## config.mk

```make
export PLATFORM = sky130hd
export DESIGN_NAME = fwd_hazard_scoreboard
export DESIGN_NICKNAME = d
export VERILOG_FILES = /design/src/rtl/fwd_hazard_scoreboard.sv
export SDC_FILE = /design/constraint.sdc
export NUM_CORES = 1
export LEC_CHECK = 0
export ABC_AREA = 1
export BUFFER_PORTS_ARGS = -buffer_cell sky130_fd_sc_hd__buf_2
export CAP_MARGIN = 20
export CORE_MARGIN = 4
export CORE_UTILIZATION = 46
export CTS_BUF_LIST = sky130_fd_sc_hd__clkbuf_16
export CTS_CLUSTER_SIZE = 10
export DETAILED_ROUTE_END_ITERATION = 10
export PLACE_DENSITY = 0.67
export SYNTH_ARGS = -nofsm -noshare
export SYNTH_HDL_FRONTEND = slang
export SYNTH_SLANG_ARGS = --single-unit
```

## constraint.sdc

```tcl
create_clock -name clk -period 3.4 [get_ports clk]
set_input_delay 0.34 -clock clk [delete_from_list [all_inputs] [get_ports clk]]
set_output_delay 0.34 -clock clk [all_outputs]
set_load 0.02 [all_outputs]
```

## src/rtl/fwd_hazard_scoreboard.sv

```systemverilog
// rtl/fwd_hazard_scoreboard.sv - EX-stage operand forwarding, load-use and long-latency hazard unit
//
// Purpose:
//   Picks, per source operand, the youngest in-flight result to forward.
//   Flags load-use hazards and tracks long-latency (div/mul) writebacks in a
//   per-register countdown scoreboard. Stall is raised while any hazard is
//   live, and stall cycles are counted with saturation.
//
// Ports:
//   clk, rst      rising-edge clock, asynchronous active-high reset
//   ex_rs         source register addresses, src i at [i*REG_AW +: REG_AW]
//   ex_rs_used    src i is actually read by the EX instruction
//   fwd_rd        destination address per forwarding stage (0 = youngest)
//   fwd_we        stage k writes a register
//   fwd_is_load   stage k holds a load
//   lat_issue     long-latency op leaves EX this cycle (ignored while stalled)
//   lat_rd        its destination register
//   lat_cycles    cycles until it reaches the regfile (0 behaves as 1)
//   forward_sel   per source: 0 = regfile, k+1 = forward from stage k
//   stall         hold IF/ID/EX and insert a bubble
//   busy_map      scoreboard pending bit per register
//   stall_cnt     saturating count of stalled cycles
module fwd_hazard_scoreboard #(
  parameter int NUM_SRC = 2,
  parameter int NUM_FWD = 2,
  parameter int REG_AW  = 5,
  parameter int LAT_W   = 3,
  parameter int SEL_W   = 2
) (
  input  logic                      clk,
  input  logic                      rst,
  input  logic [NUM_SRC*REG_AW-1:0] ex_rs,
  input  logic [NUM_SRC-1:0]        ex_rs_used,
  input  logic [NUM_FWD*REG_AW-1:0] fwd_rd,
  input  logic [NUM_FWD-1:0]        fwd_we,
  input  logic [NUM_FWD-1:0]        fwd_is_load,
  input  logic                      lat_issue,
  input  logic [REG_AW-1:0]         lat_rd,
  input  logic [LAT_W-1:0]          lat_cycles,
  output logic [NUM_SRC*SEL_W-1:0]  forward_sel,
  output logic                      stall,
  output logic [(1<<REG_AW)-1:0]    busy_map,
  output logic [15:0]               stall_cnt
);

  localparam int NREGS = 1 << REG_AW;

  logic [LAT_W-1:0] cnt_q [NREGS];
  logic [LAT_W-1:0] cnt_d [NREGS];
  logic             issue_en;
  logic [LAT_W-1:0] issue_val;

  always_comb begin
    for (int r = 0; r < NREGS; r++) begin
      busy_map[r] = (r != 0) && (cnt_q[r] != '0);
    end
  end

  // Forward select and hazard detection. Stages are scanned oldest to
  // youngest so the last hit (lowest k) is the one that sticks.
  always_comb begin : fwd_logic
    logic [REG_AW-1:0] src;
    logic              hit;
    int                win;
    forward_sel = '0;
    stall       = 1'b0;
    for (int i = 0; i < NUM_SRC; i++) begin
      src = ex_rs[i*REG_AW +: REG_AW];
      hit = 1'b0;
      win = 0;
      for (int k = NUM_FWD - 1; k >= 0; k--) begin
        if (fwd_we[k] && (fwd_rd[k*REG_AW +: REG_AW] != '0) &&
            (fwd_rd[k*REG_AW +: REG_AW] == src)) begin
          hit = 1'b1;
          win = k;
        end
      end
      if (ex_rs_used[i]) begin
        if (hit && (win == 0) && fwd_is_load[0]) begin
          // Load data is not available yet in the youngest stage.
          stall = 1'b1;
        end else if (hit) begin
          forward_sel[i*SEL_W +: SEL_W] = SEL_W'(win + 1);
        end
        // A pending long-latency write makes any forwarded copy stale.
        if (busy_map[src]) begin
          stall = 1'b1;
        end
      end
    end
  end

  // Scoreboard next state. A re-issue never shortens an outstanding wait,
  // so the older writeback cannot land after the register is seen as free.
  always_comb begin
    issue_en  = lat_issue && !stall && (lat_rd != '0);
    issue_val = (lat_cycles == '0) ? LAT_W'(1) : lat_cycles;
    for (int r = 0; r < NREGS; r++) begin
      cnt_d[r] = (cnt_q[r] != '0) ? cnt_q[r] - LAT_W'(1) : '0;
      if (issue_en && (lat_rd == REG_AW'(r))) begin
        cnt_d[r] = (cnt_d[r] > issue_val) ? cnt_d[r] : issue_val;
      end
    end
  end

  always_ff @(posedge clk or posedge rst) begin
    if (rst) begin
      for (int r = 0; r < NREGS; r++) begin
        cnt_q[r] <= '0;
      end
      stall_cnt <= 16'd0;
    end else begin
      for (int r = 0; r < NREGS; r++) begin
        cnt_q[r] <= cnt_d[r];
      end
      if (stall && (stall_cnt != 16'hFFFF)) begin
        stall_cnt <= stall_cnt + 16'd1;
      end
    end
  end

endmodule

```

# After elaboration in Yosys (flattened, before gate mapping)

Index checks and enable logic that the tools add are counted.

Output and inout port bits: 53
Word-level logic and storage cells: 335
Bits in registers: 109

Reductions and logical operators: 82
Add/subtract/negate cells: 34
Muxes and demuxes: 118
Magnitude comparators: 33
Equality and inequality tests: 36

Operators by type and width:

| cell                                                        | count |
|---|---|
| 2-to-1 mux 3 bit                                            | 94 |
| greater-than comparator 3 bit                               | 31 |
| nonzero test 3 bit                                          | 31 |
| subtractor 3 x 1 -> 3 bit (second input constant)           | 31 |
| == test 5 bit (second input constant)                       | 16 |
| logical NOT 32 bit                                          | 2 |
| logical AND 1 bit                                           | 44 |
| == test 5 x 4 -> 1 bit (second input constant)              | 8 |
| == test 5 x 3 -> 1 bit (second input constant)              | 4 |
| == test 5 bit                                               | 4 |
| adder 16 x 1 -> 16 bit (second input constant)              | 1 |
| 2-to-1 mux 1 bit                                            | 16 |
| inequality test 16 bit (second input constant)              | 1 |
| nonzero test 5 bit                                          | 3 |
| less-than comparator 5 x 6 -> 1 bit (second input constant) | 2 |
| 2-to-1 mux 2 bit                                            | 6 |
| binary-select mux 1 bit (select 5 bit)                      | 2 |
| == test 5 x 2 -> 1 bit (second input constant)              | 2 |
| == test 5 x 1 -> 1 bit (second input constant)              | 1 |
| adder 1 x 1 -> 2 bit (second input constant)                | 2 |
| logical NOT 3 bit                                           | 1 |
| logical NOT 1 bit                                           | 1 |

# Logic depth before layout (Yosys ltp)

Depth in word-level cells: 19
Depth in mapped cells: 17

# Worst setup path after synthesis

No wires, ideal clock.

Path type: input to register
Start: input port lat_cycles[2]
End: register cnt_q[67] (netlist bit)
Stages on the path: 11
Path slack: 0.615 ns
Arrival time: 2.719 ns
Setup time: 0.066 ns
Path through: clkbuf_1 > clkinv_1 > clkbuf_1 > ha_1 > a21oi_1 > o21ai_0 > nand2_1 > nor2_1 > a21oi_1 > nand4_1 > nand2_1

RTL lines:

| element                        | RTL line | RTL |
|---|---|---|
| start: declaration             | 39       | `input logic [LAT_W-1:0] lat_cycles,` |
| end signal: indexed assignment | 114      | `cnt_q[r] <= cnt_d[r];` |
| end: declaration               | 48       | `logic [LAT_W-1:0] cnt_q [NREGS];` |

==> summary.md <==
| Metric | Value |
|---|---|
| FMAX | `388 MHz` |
| Flop pwr share | `0.311` |
| # Max-Cap Violations | `0` |
| Syn Area/Cell | `around 7 um^2` |
| Die Area | `roughly 0.025 mm^2` |
| Setup crit end | `cnt_q[64]$_DFF_PP0_` |
| Insertion delay to the later sink of the worst-skew pair | `0.37 ns` |
| FF-to-FF End | `cnt_q[64]$_DFF_PP0_` |
| Crit path buffers/inverters | `1` |
| Inst Count DP | `1831` |
| Top cell type by total area after synthesis | `dfrtp_1` |
| # hold bufs at CTS | `0` |
| WP depth | `16` |
| Clk buf depth | `2` |
| Final Hold Slack | `between 0.09 and 0.1 ns` |
| Rows | `between 50 and 60` |
| Setup Skew | `approximately 0.015 ns` |
| CTS-repair resized insts | `0` |
| Die Height | `roughly 160 um` |
| Yosys warning count | `0` |
| Area of the multi-input gates | `around 0.0065 mm^2` |
| Synth Cell Area | `between 0.01 and 0.015 mm^2` |
| Final WL | `27300 um` |
| Setup WS pre-CTS | `approximately 0.9 ns` |
| Pins Over Slew Limit | `0` |
| Synth cell types | `34` |
| # fillers | `~2200` |
| Logic gate share of total power | `0.474` |
| Commonest cells in the netlist | `410 x nand2_1, 177 x inv_1, 158 x nor2_1, 154 x ha_1, 136 x nand3_1` |
| Port bufs | `87` |
| CTS Buf Count | `9` |
| GRT overflow | `0` |
| Fraction of layout cells with a size suffix above 1 | `0.0779` |
| Outcome | `completed` |
| #FFs+latches synth | `approximately 110` |
| IO Count | `90` |
| Top cells by area, synth | `dfrtp_1 27%, ha_1 19%, nand2_1 15%` |
| Internal | `just under 3000 uW` |
| Hold Crit Class | `input pin to asynchronous set/reset pin` |
| DRT Pass-1 Iters | `5` |
| Overall Global Routing Usage | `0.223` |
| Power per Cell Area | `a little under 500 mW/mm^2` |
| Syn_nets | `about 1700` |
| Worst r2r path cells | `16` |
| RSZ-0062 raised after global routing | `false` |
| Starting Density | `0.470` |
| Main synth FF type | `dfrtp_1` |
| Final period utilization | `0.757` |
| CP Launch Point | `cnt_q[70]$_DFF_PP0_` |
| Post-DP HPWL | `19900 um` |
| Post-CTS Setup Inserts | `0` |
| Critical-path top delay cell | `dfrtp_1` |
| Static Leakage | `between 0.006 and 0.007 uW` |
| Final worst slack | `~0.83 ns` |
| Final min period | `roughly 2.6 ns` |
| Crit path cell chain | `nor2_1 -> ha_1 -> nand2_1 -> nand3_1 -> nand3_1 -> nand3_1 -> nand2_1 -> nand2_1 -> nand3_1 -> nand2_1 -> nand2_4 -> nor2_8 -> buf_12 -> nand3_1 -> nand2_1 -> nand2_1` |
| Setup tns final | `0 ns` |
| RePlAce Congestion | `around 0.85` |
| Critical path class | `flop to flop` |
| Core area | `0.0219 mm^2` |
| Largest net degree at the start of global routing | `between 60 and 70` |
| Final Instance Count excl. Fillers | `about 1800` |
| Reg clk slew, reported paths | `~0.080 ns` |
| Worst VDD drop | `0.210 mV` |
| Worst setup EP type | `flop` |
| Clock H-tree levels | `3` |
| CTS tree | `yes` |
| Flop2flop setup slack | `roughly 0.83 ns` |
| Area growth, synth to finish | `8.89%` |
| Reg-to-reg startpoint | `cnt_q[70]$_DFF_PP0_` |
| Vias in the first global route | `9200` |
| Startpoint types | `flop` |
| Slew @ Worst Pin | `~0.70 ns` |
| Routed Antenna Nets | `0` |
| Antenna violations before repair | `2` |
| Clock power share | `0.216` |
| Mapped Cells | `1499` |
| Worst-path fanout max | `65` |
| DRT iter0 DRCs | `793` |
| WP data arrival | `roughly 2.8 ns` |
| Register area | `between 0.002 and 0.003 mm^2` |
| Most used cell, CP | `nand2_1` |
| Layout Nets | `1753` |
| Clock sinks | `between 100 and 150` |
| Power, Total | `5390 uW` |
| Register area share after synthesis | `0.265` |
| WP data required | `3.65 ns` |
| Relative slew slack | `0.531` |
| EDFF count, synth | `0` |
| Post-DR vias/cell | `5.34` |
| Residual DRC | `0` |
| Switch share | `0.450` |
| Die W | `158 um` |
| Root Buffer | `clkbuf_16` |
| Delay-heaviest family, CP | `simple AND/OR/NAND/NOR gates` |
| Total number of vias | `~9900` |
| Drt wl/cell | `~15 um` |
| Synth top area share | `0.265` |
| Top-count cell post-synth | `nand2_1` |
| Final Hold Violating Endpoints | `0` |
| Fraction of registers with async set or reset after synthesis | `1.00` |
| CP max stage delay | `roughly 0.40 ns` |
| Switching Power | `approximately 2400 uW` |
| Setup-failing EPs final | `0` |
| Global-route wire length before repair | `between 40000 and 50000 um` |
-- metrics by stage --
step / area [um^2] / utilization
floorplan: 10300 / -
CTS: 11200 / 0.511
global route: 11200 / 0.512
detailed placement: 10900 / 0.497
global placement: 10900 / 0.497
finish: 11200 / 0.512
-- cell type report --
| type | instances | area share |
|---|---|---|
| Multi-Input combinational cell | 1161 | 0.584 |
| Sequential cell | 109 | 0.244 |
| Inverter | 183 | 0.0622 |
| Timing Repair Buffer | 98 | 0.0507 |
| Tap cell | 280 | 0.0313 |
| Clock buffer | 9 | 0.0201 |
| Clock inverter | 7 | 0.00737 |
| Antenna cell | 2 | 0.000447 |
-- worst reg2reg max path, delay by kind of cell (launching register included) --
kind	cells	cell delay, ns
fa+ha+maj	1	0.38
simple gates	14	1.44
flops	1	0.40
buf+inv	1	0.25
-- placed cells by master (no fill, tap or decap), types with 9 or more instances in the layout --
cell type / count
o21ai_0: 68
xor2_1: 18
buf_2: 87
nor2_1: 158
ha_1: 154
dfrtp_1: 109
nand4_1: 94
a21oi_1: 78
nand3_1: 135
clkbuf_16: 9
inv_1: 177
nand2_1: 410
-- layer usage --
metal	up-vias	track usage	part of all wire
li1	5061	-	-
met1	4547	0.288	0.45
met2	223	0.376	0.47
met3	43	0.0366	0.055
met4	0	0.0832	0.028
met5	-	0	0
-- registers in the layout, summed over array words and instances, names as in the netlist --
name and flops:
stall_cnt 16, cnt_q 93
-- worst min-delay path by stage --
stage | startpoint | end | slack (ns) | cells after the start
after floorplan | cnt_q[60]$_DFF_PP0_ | cnt_q[60]$_DFF_PP0_ | 0.52 | 3
after global placement | stall_cnt[5]$_DFFE_PP0P_ | stall_cnt[5]$_DFFE_PP0P_ | 0.50 | 2
after detailed placement | rst | cnt_q[92]$_DFF_PP0_ | 0.51 | 2
after CTS | rst | stall_cnt[12]$_DFFE_PP0P_ | 0.12 | 2
after global routing | rst | stall_cnt[12]$_DFFE_PP0P_ | 0.16 | 2
final | rst | stall_cnt[12]$_DFFE_PP0P_ | 0.09 | 2
-- cells by family (layout without fill, tap and decap cells) --
group | Yosys count | after routing | share of synthesized area
AND/OR/NAND/NOR | 819 | 819 | 0.345
buffers and inverters | 229 | 297 | 0.0990
AO/OA/AOI/OAI | 164 | 164 | 0.0831
adder cells (fa/ha/maj) | 154 | 154 | 0.187
flip-flops | 109 | 109 | 0.265
XOR/XNOR | 23 | 23 | 0.0196
other | 1 | 3 | 0.000365
-- power groups by stage --
stage	clock network, uW	registers, uW	logic (uW)
floorplan	0	1720	1770
global placement	0	1690	2490
detailed placement	0	1700	2550
CTS	1180	1670	2560
global route	1240	1700	2900
finish	1160	1670	2550
No activity file was read; power rests on OpenSTA's default activity.
